===== config.mk =====
export PLATFORM = sky130hd
export DESIGN_NAME = hazard_ctrl_fsm_flat
export DESIGN_NICKNAME = d
export VERILOG_FILES = /design/src/rtl/pipe_pkg.sv /design/src/rtl/hazard_ctrl_fsm_if.sv /design/src/rtl/hazard_ctrl_fsm_sat_counter.sv /design/src/rtl/hazard_ctrl_fsm.sv /design/src/flat_wrapper.sv
export SDC_FILE = /design/constraint.sdc
export NUM_CORES = 1
export LEC_CHECK = 0
export CORE_UTILIZATION = 44
export DETAILED_ROUTE_END_ITERATION = 12
export GPL_TIMING_DRIVEN = 0
export PLACE_DENSITY_LB_ADDON = 0.3
export SETUP_SLACK_MARGIN = 0.2
export SKIP_LAST_GASP = 1
export SLEW_MARGIN = 5
export SYNTH_ARGS = -nofsm -noshare
export SYNTH_HDL_FRONTEND = slang
export SYNTH_SLANG_ARGS = --single-unit

===== constraint.sdc =====
create_clock -name i_clk -period 5.85 [get_ports i_clk]
set_input_delay 0.8775 -clock i_clk [delete_from_list [all_inputs] [get_ports i_clk]]
set_output_delay 0.8775 -clock i_clk [all_outputs]
set_load 0.02 [all_outputs]

===== src/rtl/pipe_pkg.sv =====
// Shared pipeline definitions: opcodes, hazard-type encodings and hazard FSM states.
package pipe_pkg;

  localparam logic [5:0] BEQ_OP = 6'b000100;
  localparam logic [5:0] BNE_OP = 6'b000101;
  localparam logic [5:0] LW_OP  = 6'b100011;

  typedef enum logic [1:0] {
    HZ_NONE   = 2'b00,
    HZ_LOAD   = 2'b01,
    HZ_BRANCH = 2'b10
  } hz_type_e;

  typedef enum logic [1:0] {
    ST_RUN     = 2'b00,
    ST_STALL   = 2'b01,
    ST_RELEASE = 2'b10
  } hz_state_e;

endpackage


===== src/rtl/hazard_ctrl_fsm_if.sv =====
// Pipeline-side view of the hazard controller: ID/EX and IF/ID taps in, stall controls out.
interface hazard_ctrl_fsm_if #(
  parameter int REG_W = 5,
  parameter int CNT_W = 16
);
  logic             i_id_ex_mem_read;
  logic [REG_W-1:0] i_id_ex_rt;
  logic [31:0]      i_if_id_instr;
  logic             i_flush;
  logic             o_no_change_pc;
  logic             o_no_change_if_id;
  logic             o_mux_selector;
  logic [1:0]       o_hazard_type;
  logic [CNT_W-1:0] o_stall_count;

  modport master (
    output i_id_ex_mem_read, i_id_ex_rt, i_if_id_instr, i_flush,
    input  o_no_change_pc, o_no_change_if_id, o_mux_selector, o_hazard_type, o_stall_count
  );

  modport slave (
    input  i_id_ex_mem_read, i_id_ex_rt, i_if_id_instr, i_flush,
    output o_no_change_pc, o_no_change_if_id, o_mux_selector, o_hazard_type, o_stall_count
  );
endinterface


===== src/rtl/hazard_ctrl_fsm_sat_counter.sv =====
// Saturating up-counter for pipeline performance statistics; cleared only by reset.
module sat_counter #(
  parameter int CNT_W = 16
) (
  input  logic             i_clk,
  input  logic             i_rst,
  input  logic             i_inc,
  output logic [CNT_W-1:0] o_count
);

  always_ff @(posedge i_clk) begin
    if (i_rst)                        o_count <= '0;
    else if (i_inc && (o_count != '1)) o_count <= o_count + 1'b1;
  end

endmodule


===== src/rtl/hazard_ctrl_fsm.sv =====
// Load-use / branch hazard controller between IF/ID and ID/EX with N-cycle stall,
// one masked release cycle and a saturating stall-cycle counter.
module hazard_ctrl_fsm
  import pipe_pkg::*;
#(
  parameter int         REG_W               = 5,
  parameter int         LOAD_STALL_CYCLES   = 1,
  parameter int         BRANCH_STALL_CYCLES = 2,
  parameter bit         BRANCH_EN           = 1'b1,
  parameter logic [5:0] BEQ_OP              = pipe_pkg::BEQ_OP,
  parameter logic [5:0] BNE_OP              = pipe_pkg::BNE_OP,
  parameter bit         SKIP_R0             = 1'b1,
  parameter int         CNT_W               = 16
) (
  input  logic           i_clk,
  input  logic           i_rst,
  hazard_ctrl_fsm_if.slave bus
);

  localparam logic [2:0] LOAD_REM   = 3'(LOAD_STALL_CYCLES - 1);
  localparam logic [2:0] BRANCH_REM = 3'(BRANCH_STALL_CYCLES - 1);

  hz_state_e        state;
  hz_type_e         type_q;
  logic [2:0]       rem;
  logic [REG_W-1:0] rs, rt;
  logic [5:0]       opcode;
  logic             lu, br, stall;
  hz_type_e         hz_type;

  assign rs     = bus.i_if_id_instr[21 +: REG_W];
  assign rt     = bus.i_if_id_instr[16 +: REG_W];
  assign opcode = bus.i_if_id_instr[31:26];

  assign lu = bus.i_id_ex_mem_read
           && ((bus.i_id_ex_rt == rs) || (bus.i_id_ex_rt == rt))
           && !(SKIP_R0 && (bus.i_id_ex_rt == '0));
  assign br = BRANCH_EN && ((opcode == BEQ_OP) || (opcode == BNE_OP));

  // Detection acts in the same cycle it fires, so the RUN outputs are combinational.
  always_comb begin
    stall   = 1'b0;
    hz_type = HZ_NONE;
    if (!i_rst && !bus.i_flush) begin
      case (state)
        ST_RUN: begin
          if (lu) begin
            stall   = 1'b1;
            hz_type = HZ_LOAD;
          end else if (br) begin
            stall   = 1'b1;
            hz_type = HZ_BRANCH;
          end
        end
        ST_STALL: begin
          stall   = 1'b1;
          hz_type = type_q;
        end
        default: ;
      endcase
    end
  end

  always_ff @(posedge i_clk) begin
    if (i_rst || bus.i_flush) begin
      state  <= ST_RUN;
      rem    <= '0;
      if (i_rst) type_q <= HZ_NONE;
    end else begin
      case (state)
        ST_RUN: begin
          if (lu) begin
            type_q <= HZ_LOAD;
            rem    <= LOAD_REM;
            state  <= (LOAD_REM != 3'd0) ? ST_STALL : ST_RELEASE;
          end else if (br) begin
            type_q <= HZ_BRANCH;
            rem    <= BRANCH_REM;
            state  <= (BRANCH_REM != 3'd0) ? ST_STALL : ST_RELEASE;
          end
        end
        ST_STALL: begin
          rem <= rem - 3'd1;
          if (rem == 3'd1) state <= ST_RELEASE;
        end
        // Held instruction advances here with detection masked.
        ST_RELEASE: state <= ST_RUN;
        default:    state <= ST_RUN;
      endcase
    end
  end

  assign bus.o_no_change_pc    = stall;
  assign bus.o_no_change_if_id = stall;
  assign bus.o_mux_selector    = stall;
  assign bus.o_hazard_type     = hz_type;

  sat_counter #(.CNT_W(CNT_W)) u_stall_cnt (
    .i_clk   (i_clk),
    .i_rst   (i_rst),
    .i_inc   (stall),
    .o_count (bus.o_stall_count)
  );

endmodule

===== src/flat_wrapper.sv =====
// flat-port wrapper written by rule: the top's interface ports become plain ports
module hazard_ctrl_fsm_flat import pipe_pkg::*;
#(
  parameter int         REG_W               = 5,
  parameter int         LOAD_STALL_CYCLES   = 1,
  parameter int         BRANCH_STALL_CYCLES = 2,
  parameter bit         BRANCH_EN           = 1'b1,
  parameter logic [5:0] BEQ_OP              = pipe_pkg::BEQ_OP,
  parameter logic [5:0] BNE_OP              = pipe_pkg::BNE_OP,
  parameter bit         SKIP_R0             = 1'b1,
  parameter int         CNT_W               = 16
)
  (i_clk, i_rst, bus_i_id_ex_mem_read, bus_i_id_ex_rt, bus_i_if_id_instr, bus_i_flush, bus_o_no_change_pc, bus_o_no_change_if_id, bus_o_mux_selector, bus_o_hazard_type, bus_o_stall_count);
  hazard_ctrl_fsm_if #(.REG_W(REG_W), .CNT_W(CNT_W)) bus_i ();
  input  logic i_clk;
  input  logic i_rst;
  input wire logic [$bits(bus_i.i_id_ex_mem_read)-1:0] bus_i_id_ex_mem_read;
  input wire logic [$bits(bus_i.i_id_ex_rt)-1:0] bus_i_id_ex_rt;
  input wire logic [$bits(bus_i.i_if_id_instr)-1:0] bus_i_if_id_instr;
  input wire logic [$bits(bus_i.i_flush)-1:0] bus_i_flush;
  output wire logic [$bits(bus_i.o_no_change_pc)-1:0] bus_o_no_change_pc;
  output wire logic [$bits(bus_i.o_no_change_if_id)-1:0] bus_o_no_change_if_id;
  output wire logic [$bits(bus_i.o_mux_selector)-1:0] bus_o_mux_selector;
  output wire logic [$bits(bus_i.o_hazard_type)-1:0] bus_o_hazard_type;
  output wire logic [$bits(bus_i.o_stall_count)-1:0] bus_o_stall_count;
  assign bus_i.i_id_ex_mem_read = bus_i_id_ex_mem_read;
  assign bus_i.i_id_ex_rt = bus_i_id_ex_rt;
  assign bus_i.i_if_id_instr = bus_i_if_id_instr;
  assign bus_i.i_flush = bus_i_flush;
  assign bus_o_no_change_pc = bus_i.o_no_change_pc;
  assign bus_o_no_change_if_id = bus_i.o_no_change_if_id;
  assign bus_o_mux_selector = bus_i.o_mux_selector;
  assign bus_o_hazard_type = bus_i.o_hazard_type;
  assign bus_o_stall_count = bus_i.o_stall_count;
  hazard_ctrl_fsm #(.REG_W(REG_W), .LOAD_STALL_CYCLES(LOAD_STALL_CYCLES), .BRANCH_STALL_CYCLES(BRANCH_STALL_CYCLES), .BRANCH_EN(BRANCH_EN), .BEQ_OP(BEQ_OP), .BNE_OP(BNE_OP), .SKIP_R0(SKIP_R0), .CNT_W(CNT_W)) u_core (.i_clk(i_clk), .i_rst(i_rst), .bus(bus_i));
endmodule

==> out/results.ini <==
[finish]
area_delta_synth_final_pct=38.2
final_cell_count_no_fill=238
fin_nets=252
multiInputGateArea_um2=798
fin_util_pct=65.3
seqCellArea_um2=480
n_antenna_cell=0
drive_gt1_share_pct=7.25
fill_cells=264

[grt]
grt_pass1_vias=1212
overflow=0
grt_max_degree=14
antenna_found_initial=0
grt_pass1_wl_mm=5.03
grtUsageTotal_pct=19.4

[synthesis]
yosysWarnings=0
synth_area_per_cell_um2=8.33
synth_seq_cells=23
synth_compound_area_share_pct=11.2
syn-num-nets=203
synthTopCellsByArea=dfxtp_1, xor2_1, nor2_1
synthDominantAreaCellType=dfxtp_1
synth_mux_area_share_pct=1.51
synth_fa_ha_area_share_pct=2.83
ys_types=39
synth_edf_count=2
synthXorXnorAreaFrac_pct=14.5
syn-instance-count=159
synthArstFlopShare_pct=0
netlist_area_mm2=0.00133
ys_top_cells_by_count=nor2_1, dfxtp_1, xor2_1
ys.flop_type=dfxtp_1
yosysMostFrequentCell=nor2_1
synth-seq-area-share_pct=36.3
yosys.area.top_type_share_pct=31.7
yosys.area_share.simple_pct=30.1
synth_top_family_by_area=simple AND/OR/NAND/NOR gates

[power]
power_uw=275
clockPowerShare_pct=26.0
comb_power_share_pct=15.5
seqPwrFrac_pct=58.5
ir_drop_mv=0.0855
p_switching_uw=66.4
netSwitchingFraction_pct=24.1
power.internal_uw=209
power.leakage_nw=0.666
powerDensity_mw_per_mm2=150

[critical_path]
slowest_stage=clkdlybuf4s50_1
crit_arrival_ns=3.27
crit_type=input port to primary output
startpoint_type=input port
cp_max_fo=4
worst-path-buf-inv=2
max_stage_delay_ns=0.62
worstSetupEndpointType=primary output
crit_chain=clkdlybuf4s50_1 -> or4_1 -> o21ai_2 -> nor2_1 -> nor2b_1 -> mux2i_1 -> nor2_1 -> clkdlybuf4s50_1
cp_top_family=buffers and inverters
required_ns=4.97

[sta]
slew_headroom_pct=50.5
tns_ns=0
worst_slew_pin_slew_ns=0.737
hold_viol_final=0
finClkSkew_ns=0.0138
rsz0062_at_grt=false
fin_crit_sh_pct=70.8
period_minus_slack_ns=4.14
drv_slew=0
hold_slack_ns=0.526
finalSetupViolations=0
fmax_mhz=241

[clock_tree]
cts.path.max_buffers=2
cts.repair.resized=0
postCtsSetupBuffers=0
cts_sinks=23
clock_latency_ns=0.31
htree_levels=1
holdBufCountCts=0
cts_root_buffer=clkbuf_4
cts_tree=built
cts.clk_slew.worst_paths_ns=0.13
cts_buffers=3

[place]
dpl.cell_count=234
hpwlAfterDp_mm=2.39
port_buffers=44
gp_congestion=0.890

[floorplan]
rows=19
die_y_um=56.9
start_util_pct=47.2
ios=62
die_area_mm2=0.00323
core_mm2=0.00281
die_w_um=56.9

[route]
drt_wl_total_mm=2.93
avgRoutedWirePerCell_um=12.3
vias=1260
drtIter0Drc=40
drc=7
viasPerCell=5.29
drt_first_pass_iters=8
detail-route-antenna-nets=0

[job]
maxCapViolations=0

[outcome]
violations=design-rule violations
status=complete, but fails checks

[min_path]
hold_class=register to register

==> flip-flops by register name (all words and copies together) (netlist names) <==
register / cells
u_core.type_q: 2
u_core.u_stall_cnt.o_count: 16
u_core.state: 2
u_core.rem: 3
==> worst register-to-register path: stages (launching register included) <==
cell	delay, ns
dfxtp_1	0.41
ha_1	0.21
and4_1	0.30
nand2_2	0.13
o31ai_1	0.59
nor2_1	0.11
nand3_1	0.16
xor2_1	0.16
nor2_1	0.05
==> kinds of logic after synthesis <==
logic type | Yosys count
AOI/OAI and AO/OA | 21
xor gates and xnor gates | 22
DFF | 23
adders and majority gates | 3
and+or+nand+nor | 78
buffers and inverters | 10
muxes | 2
==> layer usage <==
| layer | up-vias | GRT usage, % | wire length, um |
|---|---|---|---|
| met3 | 2 | 4.15 | 133 |
| met1 | 579 | 21.3 | 1290 |
| met5 | - | 0 | 0 |
| met2 | 30 | 37.6 | 1500 |
| met4 | 0 | 4.53 | 15 |
| li1 | 649 | - | - |
==> through the flow <==
stage	setup WS, ns	instance area, um2
after detailed placement	1.74	1800
after floorplan	2.75	1330
after global routing	1.56	1830
final	1.71	1830
after global placement	1.74	1800
after CTS	1.72	1830
==> final timing paths <==
path / startpoint / to / slack, ns / cells after the start
worst max-delay path: bus_i_id_ex_rt[1] / bus_o_hazard_type[1] / 1.71 / 8
worst min-delay path: u_core.u_stall_cnt.o_count[10] / u_core.u_stall_cnt.o_count[10] / 0.53 / 2
worst max register to register: u_core.u_stall_cnt.o_count[0] / u_core.u_stall_cnt.o_count[13] / 3.63 / 8
worst min register to register: u_core.u_stall_cnt.o_count[10] / u_core.u_stall_cnt.o_count[10] / 0.53 / 2
==> cell type report <==
| class | count | area share [%] |
|---|---|---|
| Multi-Input combinational cell | 126 | 43.6 |
| Tap cell | 31 | 2.12 |
| Clock inverter | 1 | 0.273 |
| Inverter | 4 | 0.820 |
| Clock buffer | 3 | 1.23 |
| Sequential cell | 23 | 26.2 |
| Buffer | 6 | 1.71 |
| Timing Repair Buffer | 44 | 24.0 |
==> power by group through the flow <==
| stage | Combinational, mW | Sequential, mW | Clock, mW |
|---|---|---|---|
| 2_1_floorplan | 0.0196 | 0.164 | 0 |
| 3_3_place_gp | 0.0419 | 0.164 | 0 |
| 3_5_place_dp | 0.0430 | 0.164 | 0 |
| 4_1_cts | 0.0431 | 0.161 | 0.0759 |
| 5_1_grt | 0.0465 | 0.161 | 0.0819 |
| 6_report | 0.0428 | 0.161 | 0.0715 |
==> layout by cell type (no fill, tap or decap), drive strengths merged <==
master and n:
and3 3, edfxtp 2, or4 2, nand3 12
clkinv 1, o21ai 6, a41oi 1, dfxtp 21
ha 3, nor3b 1, nand2b 1, o211a 1
inv 4, xor2 21, and4 3, nand3b 1
nor3 5, nor2 27, nand2 12, buf 3
nor2b 1, a21oi 7, and2 2, xnor2 1
mux2i 2, or3 3, o31ai 2, o21a 1
a211oi 1, o21bai 1, clkbuf 6, nand4 3
nor4 2, a22oi 1, clkdlybuf4s50 44
(Power assumes the default switching activity.)
